`config.mk`:
```
export PLATFORM = sky130hd
export DESIGN_NAME = chime_sequencer
export DESIGN_NICKNAME = d
export VERILOG_FILES = /design/src/rtl/chime_sequencer.sv
export SDC_FILE = /design/constraint.sdc
export NUM_CORES = 1
export LEC_CHECK = 0
export CORE_UTILIZATION = 35
export CTS_CLUSTER_DIAMETER = 60
export CTS_CLUSTER_SIZE = 16
export DETAILED_ROUTE_END_ITERATION = 8
export PLACE_DENSITY = 0.6
export SETUP_SLACK_MARGIN = 0.4
export SYNTH_ARGS = -nofsm -noshare
export SYNTH_HDL_FRONTEND = slang
export SYNTH_SLANG_ARGS = --single-unit
export TNS_END_PERCENT = 10
```
`constraint.sdc`:
```
create_clock -name clk -period 7.25 [get_ports clk]
set_input_delay 1.45 -clock clk [delete_from_list [all_inputs] [get_ports clk]]
set_output_delay 1.45 -clock clk [all_outputs]
set_load 0.005 [all_outputs]
```
`src/rtl/chime_sequencer.sv`:
```
`default_nettype none
// +----------------------------------------------------------------------------+
// | chime_sequencer: beat-timed hourly chime / alarm melody with tone output   |
// | Rev 1.0                                                                    |
// +----------------------------------------------------------------------------+
module chime_sequencer #(
    parameter int BEAT_CYC  = 50000000,
    parameter int ON_BEATS  = 1,
    parameter int OFF_BEATS = 1,
    parameter int TONE_W    = 20,
    parameter int STRIKE_HP = 113636
) (
    input  logic       clk,
    input  logic       rst,
    input  logic       on,
    input  logic [1:0] mode,
    input  logic [5:0] hour,
    input  logic [5:0] min,
    input  logic [5:0] sec,
    input  logic       alarm_en,
    input  logic [5:0] alarm_hour,
    input  logic [5:0] alarm_min,
    input  logic       alarm_stop,
    output logic       speak,
    output logic       busy,
    output logic [3:0] strikes_left
);
    localparam logic [1:0] c_IDLE       = 2'd0;
    localparam logic [1:0] c_STRIKE_ON  = 2'd1;
    localparam logic [1:0] c_STRIKE_OFF = 2'd2;
    localparam logic [1:0] c_MELODY     = 2'd3;

    localparam int c_BC_W   = (BEAT_CYC > 1) ? $clog2(BEAT_CYC) : 1;
    localparam int c_MAXB_A = (ON_BEATS > OFF_BEATS) ? ON_BEATS : OFF_BEATS;
    localparam int c_MAXB   = (c_MAXB_A > 8) ? c_MAXB_A : 8;
    localparam int c_BI_W   = $clog2(c_MAXB);

    localparam logic [c_BC_W-1:0] c_BEAT_LAST = c_BC_W'(BEAT_CYC - 1);
    localparam logic [c_BC_W-1:0] c_BC_ONE    = c_BC_W'(1);
    localparam logic [c_BI_W-1:0] c_ON_LAST   = c_BI_W'(ON_BEATS - 1);
    localparam logic [c_BI_W-1:0] c_OFF_LAST  = c_BI_W'(OFF_BEATS - 1);
    localparam logic [c_BI_W-1:0] c_NOTE_LAST = c_BI_W'(7);
    localparam logic [c_BI_W-1:0] c_BI_ONE    = c_BI_W'(1);
    localparam logic [TONE_W-1:0] c_T_ONE     = TONE_W'(1);

    function automatic logic [TONE_W-1:0] melody_hp(input logic [2:0] idx);
        case (idx)
            3'd0:    melody_hp = TONE_W'(191131);
            3'd1:    melody_hp = TONE_W'(170300);
            3'd2:    melody_hp = TONE_W'(151700);
            3'd3:    melody_hp = TONE_W'(143184);
            3'd4:    melody_hp = TONE_W'(113636);
            3'd5:    melody_hp = TONE_W'(0);
            default: melody_hp = TONE_W'(191131);
        endcase
    endfunction

    logic [1:0]        state_q, state_d;
    logic [c_BC_W-1:0] beat_q, beat_d;
    logic [c_BI_W-1:0] bidx_q, bidx_d;
    logic [3:0]        strikes_q, strikes_d;
    logic              chime_m_q, alarm_m_q;
    logic              busy_q, busy_d;
    logic [TONE_W-1:0] hp_q, hp_d;
    logic [TONE_W-1:0] tcnt_q;
    logic              speak_q;

    logic       w_chime_m, w_alarm_m, w_chime_rise, w_alarm_rise, w_beat_end;
    logic [3:0] w_h12, w_strike_n;

    assign w_chime_m = on && (mode != 2'd0) && (sec == 6'd0) &&
                       ((min == 6'd0) || ((mode == 2'd3) && (min == 6'd30))) &&
                       (hour < 6'd24);
    assign w_alarm_m = on && alarm_en && (hour == alarm_hour) &&
                       (min == alarm_min) && (sec == 6'd0);
    assign w_chime_rise = w_chime_m && !chime_m_q;
    assign w_alarm_rise = w_alarm_m && !alarm_m_q;
    assign w_beat_end   = (beat_q == c_BEAT_LAST);

    // 12-hour dial: hour 0 and 12 both strike twelve
    assign w_h12      = (hour >= 6'd12) ? 4'(hour - 6'd12) : 4'(hour);
    assign w_strike_n = ((min == 6'd30) || (mode == 2'd1)) ? 4'd1 :
                        ((w_h12 == 4'd0) ? 4'd12 : w_h12);

    always_ff @(posedge clk or posedge rst) begin
        if (rst) begin
            state_q   <= c_IDLE;
            beat_q    <= '0;
            bidx_q    <= '0;
            strikes_q <= '0;
            chime_m_q <= 1'b0;
            alarm_m_q <= 1'b0;
            busy_q    <= 1'b0;
        end else begin
            state_q   <= state_d;
            beat_q    <= beat_d;
            bidx_q    <= bidx_d;
            strikes_q <= strikes_d;
            chime_m_q <= w_chime_m;
            alarm_m_q <= w_alarm_m;
            busy_q    <= busy_d;
        end
    end

    always_comb begin
        state_d   = state_q;
        strikes_d = strikes_q;
        beat_d    = w_beat_end ? '0 : (beat_q + c_BC_ONE);
        bidx_d    = w_beat_end ? (bidx_q + c_BI_ONE) : bidx_q;
        case (state_q)
            c_IDLE: begin
                beat_d = '0;
                bidx_d = '0;
                if (w_alarm_rise) begin
                    state_d = c_MELODY;
                end else if (w_chime_rise) begin
                    state_d   = c_STRIKE_ON;
                    strikes_d = w_strike_n;
                end
            end
            c_STRIKE_ON, c_STRIKE_OFF: begin
                if (w_alarm_rise) begin
                    state_d   = c_MELODY;
                    strikes_d = 4'd0;
                    beat_d    = '0;
                    bidx_d    = '0;
                end else if (state_q == c_STRIKE_ON) begin
                    if (w_beat_end && (bidx_q == c_ON_LAST)) begin
                        state_d = c_STRIKE_OFF;
                        bidx_d  = '0;
                    end
                end else if (w_beat_end && (bidx_q == c_OFF_LAST)) begin
                    strikes_d = strikes_q - 4'd1;
                    state_d   = (strikes_q == 4'd1) ? c_IDLE : c_STRIKE_ON;
                    bidx_d    = '0;
                end
            end
            default: begin
                if (alarm_stop || (w_beat_end && (bidx_q == c_NOTE_LAST))) begin
                    state_d = c_IDLE;
                    beat_d  = '0;
                    bidx_d  = '0;
                end
            end
        endcase
        if (!on) begin
            state_d   = c_IDLE;
            strikes_d = 4'd0;
            beat_d    = '0;
            bidx_d    = '0;
        end
    end

    // Tone selection follows the next state so a segment's first toggle lands hp cycles after entry
    always_comb begin
        case (state_d)
            c_STRIKE_ON: hp_d = TONE_W'(STRIKE_HP);
            c_MELODY:    hp_d = melody_hp(bidx_d[2:0]);
            default:     hp_d = '0;
        endcase
        busy_d = (state_d != c_IDLE);
    end

    always_ff @(posedge clk or posedge rst) begin
        if (rst) begin
            hp_q    <= '0;
            tcnt_q  <= '0;
            speak_q <= 1'b0;
        end else if (hp_d != hp_q) begin
            hp_q    <= hp_d;
            tcnt_q  <= '0;
            speak_q <= 1'b0;
        end else if (hp_q == '0) begin
            tcnt_q  <= '0;
            speak_q <= 1'b0;
        end else if (tcnt_q == (hp_q - c_T_ONE)) begin
            tcnt_q  <= '0;
            speak_q <= ~speak_q;
        end else begin
            tcnt_q  <= tcnt_q + c_T_ONE;
        end
    end

    assign speak        = speak_q;
    assign busy         = busy_q;
    assign strikes_left = strikes_q;

endmodule
`default_nettype wire

```
Word-level counts from Yosys, hierarchy flattened
Index checks and enable logic that the tools add are counted.
W data, S select, Z words.
{"block": "classes", "add_sub_neg": 6, "magnitude_cmp": 2, "eq_ne": 24, "muxes": 39, "n_bitwise": 1, "reduce_logical": 29}
{"cell": "$mux W26", "n": 4}
{"cell": "$pmux W18 S5", "n": 1}
{"cell": "$mux W20", "n": 3}
{"cell": "$pmux W26 S2", "n": 1}
{"cell": "$mux W4", "n": 9}
{"cell": "$pmux W18 S2", "n": 1}
{"cell": "$add A26 B1 Y26 const B", "n": 1}
{"cell": "$eq A26 B26 Y1 const B", "n": 1}
{"cell": "$add A20 B1 Y20 const B", "n": 1}
{"cell": "$eq A20 B20 Y1", "n": 1}
{"cell": "$logic_not A20 Y1", "n": 1}
{"cell": "$ne A20 B20 Y1", "n": 1}
{"cell": "$sub A20 B1 Y20 const B", "n": 1}
{"cell": "$mux W2", "n": 8}
{"cell": "$mux W3", "n": 5}
{"cell": "$logic_and A1 B1 Y1", "n": 13}
{"cell": "$eq A6 B6 Y1", "n": 2}
{"cell": "$logic_not A6 Y1", "n": 2}
{"cell": "$eq A3 B3 Y1 const B", "n": 3}
{"cell": "$ne A4 B4 Y1 const B", "n": 2}
{"cell": "$pmux W4 S2", "n": 1}
{"cell": "$eq A2 B1 Y1 const B", "n": 3}
{"cell": "$eq A2 B2 Y1 const B", "n": 3}
{"cell": "$eq A3 B2 Y1 const B", "n": 2}
{"cell": "23 further kinds", "n": 31}
{"block": "word_totals", "reg_bits": 79, "inputBits": 37, "output_inout_bits": 6, "wordCells": 111}

Logic depth before layout (Yosys ltp)
{"block": "logic_depth", "depth_word": 14, "depth_mapped": 15}

Worst setup path after synthesis
OpenSTA, ideal clock, no wires.
{"block": "synth_timing", "path_kind": "in2reg", "startpoint": "input port sec[3]", "endpoint": "register tcnt_q[0]", "setup_ns": 0.096, "arrival_ns": 4.064, "t_required_ns": 7.154, "setup_slack_ns": 3.090, "stages": 12, "cell_sequence": "nor4_2 nand2_1 o41ai_1 and3b_2 buf_6 nor3_1 a22o_1 a221oi_1 o211ai_1 or4_4 buf_6 nor4_2"}
{"block": "synth_via", "elab_chain_cells": 13, "word_cells_on_any_way": 26}
{"item": "from (decl)", "line_no": "19", "source": "input logic [5:0] sec,"}
{"item": "$logic_not A6 Y1 *", "line_no": "71, 75"}
{"item": "branches (longest 9 deep; another with $pmux W18 S5)"}
{"item": "$pmux W18 S2 *", "line_no": "156", "source": "case (state_d)"}
{"item": "$ne A20 B20 Y1 *", "line_no": "169", "source": "end else if (hp_d != hp_q) begin"}
{"item": "$mux W20 *", "line_no": "169"}
{"item": "to (signal assigned)", "line_no": "180", "source": "tcnt_q <= tcnt_q + c_T_ONE;"}
{"item": "to (decl)", "line_no": "65", "source": "logic [TONE_W-1:0] tcnt_q;"}
Mark *: on every way between the ends.
A chain may end at the register's enable or synchronous reset.

Worst setup path after layout
{"block": "layout_timing", "startpoint": "input port on", "endpoint": "register speak_q (netlist: speak)"}
{"block": "layout_via", "elab_chain_cells": 13, "word_cells_on_any_way": 30}
{"item": "from (decl)", "line_no": "15", "source": "input logic on,"}
{"item": "$logic_and A1 B1 Y1 (on tied branches) (3 in a row)", "line_no": "74, 71"}
{"item": "$logic_and A1 B1 Y1 (on tied branches)", "line_no": "75, 72"}
{"item": "$logic_and A1 B1 Y1 (on tied branches)", "line_no": "77, 76"}
{"item": "$mux W3 / $mux W2 (equally long branches)", "line_no": "122, 116"}
{"item": "$pmux W3 S2 / $mux W2 (equally long branches)", "line_no": "110, 114"}
{"item": "$mux W3 / $pmux W2 S2 (equally long branches)", "line_no": "146, 110"}
{"item": "$eq A3 B3 Y1, or another cell as far along", "line_no": "47", "source": "case (idx)"}
{"item": "$pmux W18 S5, or another cell as far along", "line_no": "47"}
{"item": "$pmux W18 S2 *", "line_no": "156"}
{"item": "$ne A20 B20 Y1 *", "line_no": "169"}
{"item": "$reduce_bool A3 Y1 (no source line) / $mux W1 (equally long branches)"}
{"item": "to (signal assigned)", "line_no": "178", "source": "speak_q <= ~speak_q;"}
{"item": "to (decl)", "line_no": "66", "source": "logic speak_q;"}
Every way passes the cells marked *; elsewhere a longest branch is shown, timed or not.

==> flow_summary.json <==
{
  "status": "finished clean",
  "htree_levels": 3,
  "clock_latency_ns": 0.35,
  "synth.distinct_cells": 81,
  "worst_slew_pin_slew_ns": 0.960,
  "grt_pass1_vias": 4658,
  "rsz0062_at_grt": "no",
  "finalHoldViolCount": 0,
  "grt_remaining_overflow": 0,
  "hp-class": "flip-flop to flip-flop",
  "vias": 4587,
  "die_w_microns": 128,
  "synth.yosys.warnings": 0,
  "cts_sinks": 73,
  "die_area_sq_mm": 0.0163,
  "end_kind": "flip-flop",
  "synth_compound_area_share_pct": 13.5,
  "critPathRequiredTime_ns": 7.48,
  "gp_congestion": 0.869,
  "slowest_stage": "clkdlybuf4s50_1",
  "power_density_mw_per_mm2": 145,
  "leakagePower_uw": 0.00244,
  "cts_resized": 0,
  "start_kind": "primary input",
  "finClkSkew_ns": 0.0104,
  "area_growth_pct": 15.7,
  "cpLargestDelayFamily": "simple AND/OR/NAND/NOR gates",
  "diodes": 0,
  "start_util_pct": 36.2,
  "final_util_pct": 41.8,
  "layout-drive-gt1-share_pct": 11.2,
  "grt_max_degree": 74,
  "peakVddDrop_mv": 0.134,
  "max-clock-path-buffers": 2,
  "cap_violations": 0,
  "syn_area_sq_mm": 0.00554,
  "cts_buffers": 9,
  "synthCells": 609,
  "fin_crit_ns": 5.33,
  "synth_edf_count": 0,
  "root_buffer": "clkbuf_16",
  "synth_simple_gate_area_share_pct": 32.2,
  "path_cells": "clkdlybuf4s50_1 > nor3b_1 > nand2_1 > nor4_2 > nand2_1 > a21oi_1 > o21a_1 > a31oi_1 > nor2b_1 > or4b_4 > nor4b_2",
  "portBuffers": 42,
  "cts_tree": "built",
  "drc": 0,
  "core_area_sq_mm": 0.0153,
  "critPathMostFrequentCell": "nand2_1",
  "ys.flop_type": "dfrtp_1",
  "post_cts_buffers": 0,
  "wl_microns": 13300,
  "worstPathArrival_ns": 5.56,
  "hpwl_microns": 9580,
  "setup_viol_count_final": 0,
  "slowest_delay_ns": 0.78,
  "final_common_cell": "dfrtp_1",
  "reg2reg_slack_ns": 3.37,
  "tns_ns": 0,
  "antenna_found_initial": 0,
  "critPathKind": "primary input to flip-flop",
  "fin_crit_sh_pct": 73.5,
  "slew_viol_final": 0,
  "yosysSeqAreaShare_pct": 33.0,
  "io_pins": 43,
  "wl_per_cell_microns": 15.5,
  "drt-initial-drc-count": 234,
  "synth-xor-area-share_pct": 12.6,
  "mostFrequentLayoutCells": "dfrtp_1 (73), nor2_1 (62), nand2_1 (45), xnor2_1 (44), clkdlybuf4s50_1 (42)",
  "ctsHoldBuffers": 0,
  "synthMuxAreaShare_pct": 1.20,
  "num_rows": 45,
  "path_clk_slew_ns": 0.06,
  "path_max_fanout": 21,
  "syn-num-nets": 660,
  "nets": 691,
  "crit_buf_inv": 1,
  "max_slew_margin_pct": 36.0,
  "antenna_left": 0,
  "detail_route.vias_per_cell": 5.36,
  "synth_top_family_by_area": "simple AND/OR/NAND/NOR gates",
  "synth_fa_ha_area_share_pct": 3.16,
  "fp.dieH_microns": 128,
  "syn_area_per_cell_sq_um": 9.10,
  "drt-pass1-iter-count": 5,
  "max_freq_mhz": 188,
  "synth-async-reset-ratio_pct": 100,
  "grt_usage_pct": 17.6,
  "ys_seq_elements": 73,
  "grt_pass1_wl_microns": 23000
}
[per-layer routing]
metal	global-route usage [%]	routed length, microns	vias up
met3	2.88	462	16
met2	28.7	6220	75
met5	0	0	-
li1	-	-	2273
met1	23.5	6460	2223
met4	5.95	163	0
[area by class of cell]
| class | count | area, sq um |
|---|---|---|
| timing repair buffer | 46 | 450 |
| multi-input combinational | 488 | 3470 |
| sequential | 73 | 1830 |
| fill | 1522 | 8910 |
| clock inverter | 5 | 62.6 |
| clock buffer | 11 | 253 |
| tap | 211 | 264 |
| inverter | 22 | 82.6 |
[power breakdown]
part | leakage, uW | internal (uW) | switching, uW
Combinational | 0.00127 | 27.4 | 25.5
Clock | 0.000148 | 287 | 182
Sequential | 0.00102 | 407 | 0.0206
Total | 0.00244 | 722 | 207
[final timing paths]
kind                                start         end  cells past startpoint
worst max-delay path                   on       speak                     11
worst min-delay path            beat_q[0]   beat_q[0]                      1
worst max register to register  beat_q[0]       speak                     11
worst min register to register  beat_q[0]   beat_q[0]                      1
max in group asynchronous             rst  beat_q[22]                      3
min in group asynchronous             rst   tcnt_q[2]                      3
[through the flow]
stage / setup slack [ns] / power [uW] / hold slack [ns] / instance area [sq um] / instances
floorplan: 3.09 / 439 / 0.448 / 5540 / 609
global placement: 1.90 / 468 / 0.465 / 6090 / 840
detailed placement: 1.65 / 469 / 0.488 / 6090 / 840
CTS: 1.97 / 942 / 0.497 / 6410 / 856
global route: 1.65 / 960 / 0.506 / 6410 / 856
finish: 1.92 / 929 / 0.494 / 6410 / 856
[synth_stat cells, drive strengths merged, types with 5 or more instances]
master | count | area share [%]
nand2b | 11 | 1.2
a211oi | 9 | 1.3
or3 | 23 | 2.6
and3 | 11 | 1.2
nor3 | 24 | 2.4
and4 | 5 | 0.79
dfrtp | 73 | 33
nand2 | 45 | 3.0
o21a | 6 | 0.81
a31oi | 9 | 1.1
and2 | 6 | 0.68
inv | 22 | 1.5
ha | 14 | 3.2
nor4 | 30 | 6.0
nor4b | 5 | 1.3
clkbuf | 11 | 0.75
nor2 | 63 | 4.3
xnor2 | 44 | 7.0
xor2 | 36 | 5.7
buf | 15 | 2.1
nand4 | 18 | 2.3
nand3 | 26 | 2.8
o21ai | 14 | 1.3
nor3b | 5 | 0.77
a21oi | 20 | 1.8
[worst reg2reg max path: cells and delay by family (launching register included)]
kind / cells / cell delay (ns)
and+or+nand+nor: 6 / 2.34
DFF: 1 / 0.39
AOI/OAI and AO/OA: 4 / 0.79
adders and majority gates: 1 / 0.24
[flip-flops by register name (all words and copies together) (netlist names)]
signal and flops:
tcnt_q 20, chime_m_q 1, busy 1, beat_q 26, strikes_left 4, speak 1
state_q 2, hp_q 14, bidx_q 3, alarm_m_q 1
[cell families (layout without fill, tap and decap cells)]
logic type	Yosys count	after routing
and+or+nand+nor	290	290
AOI/OAI and AO/OA	98	98
xor gates and xnor gates	80	80
DFF	73	73
buffers and inverters	48	84
adders and majority gates	14	14
muxes	6	6
No activity file was read; power rests on OpenSTA's default activity.
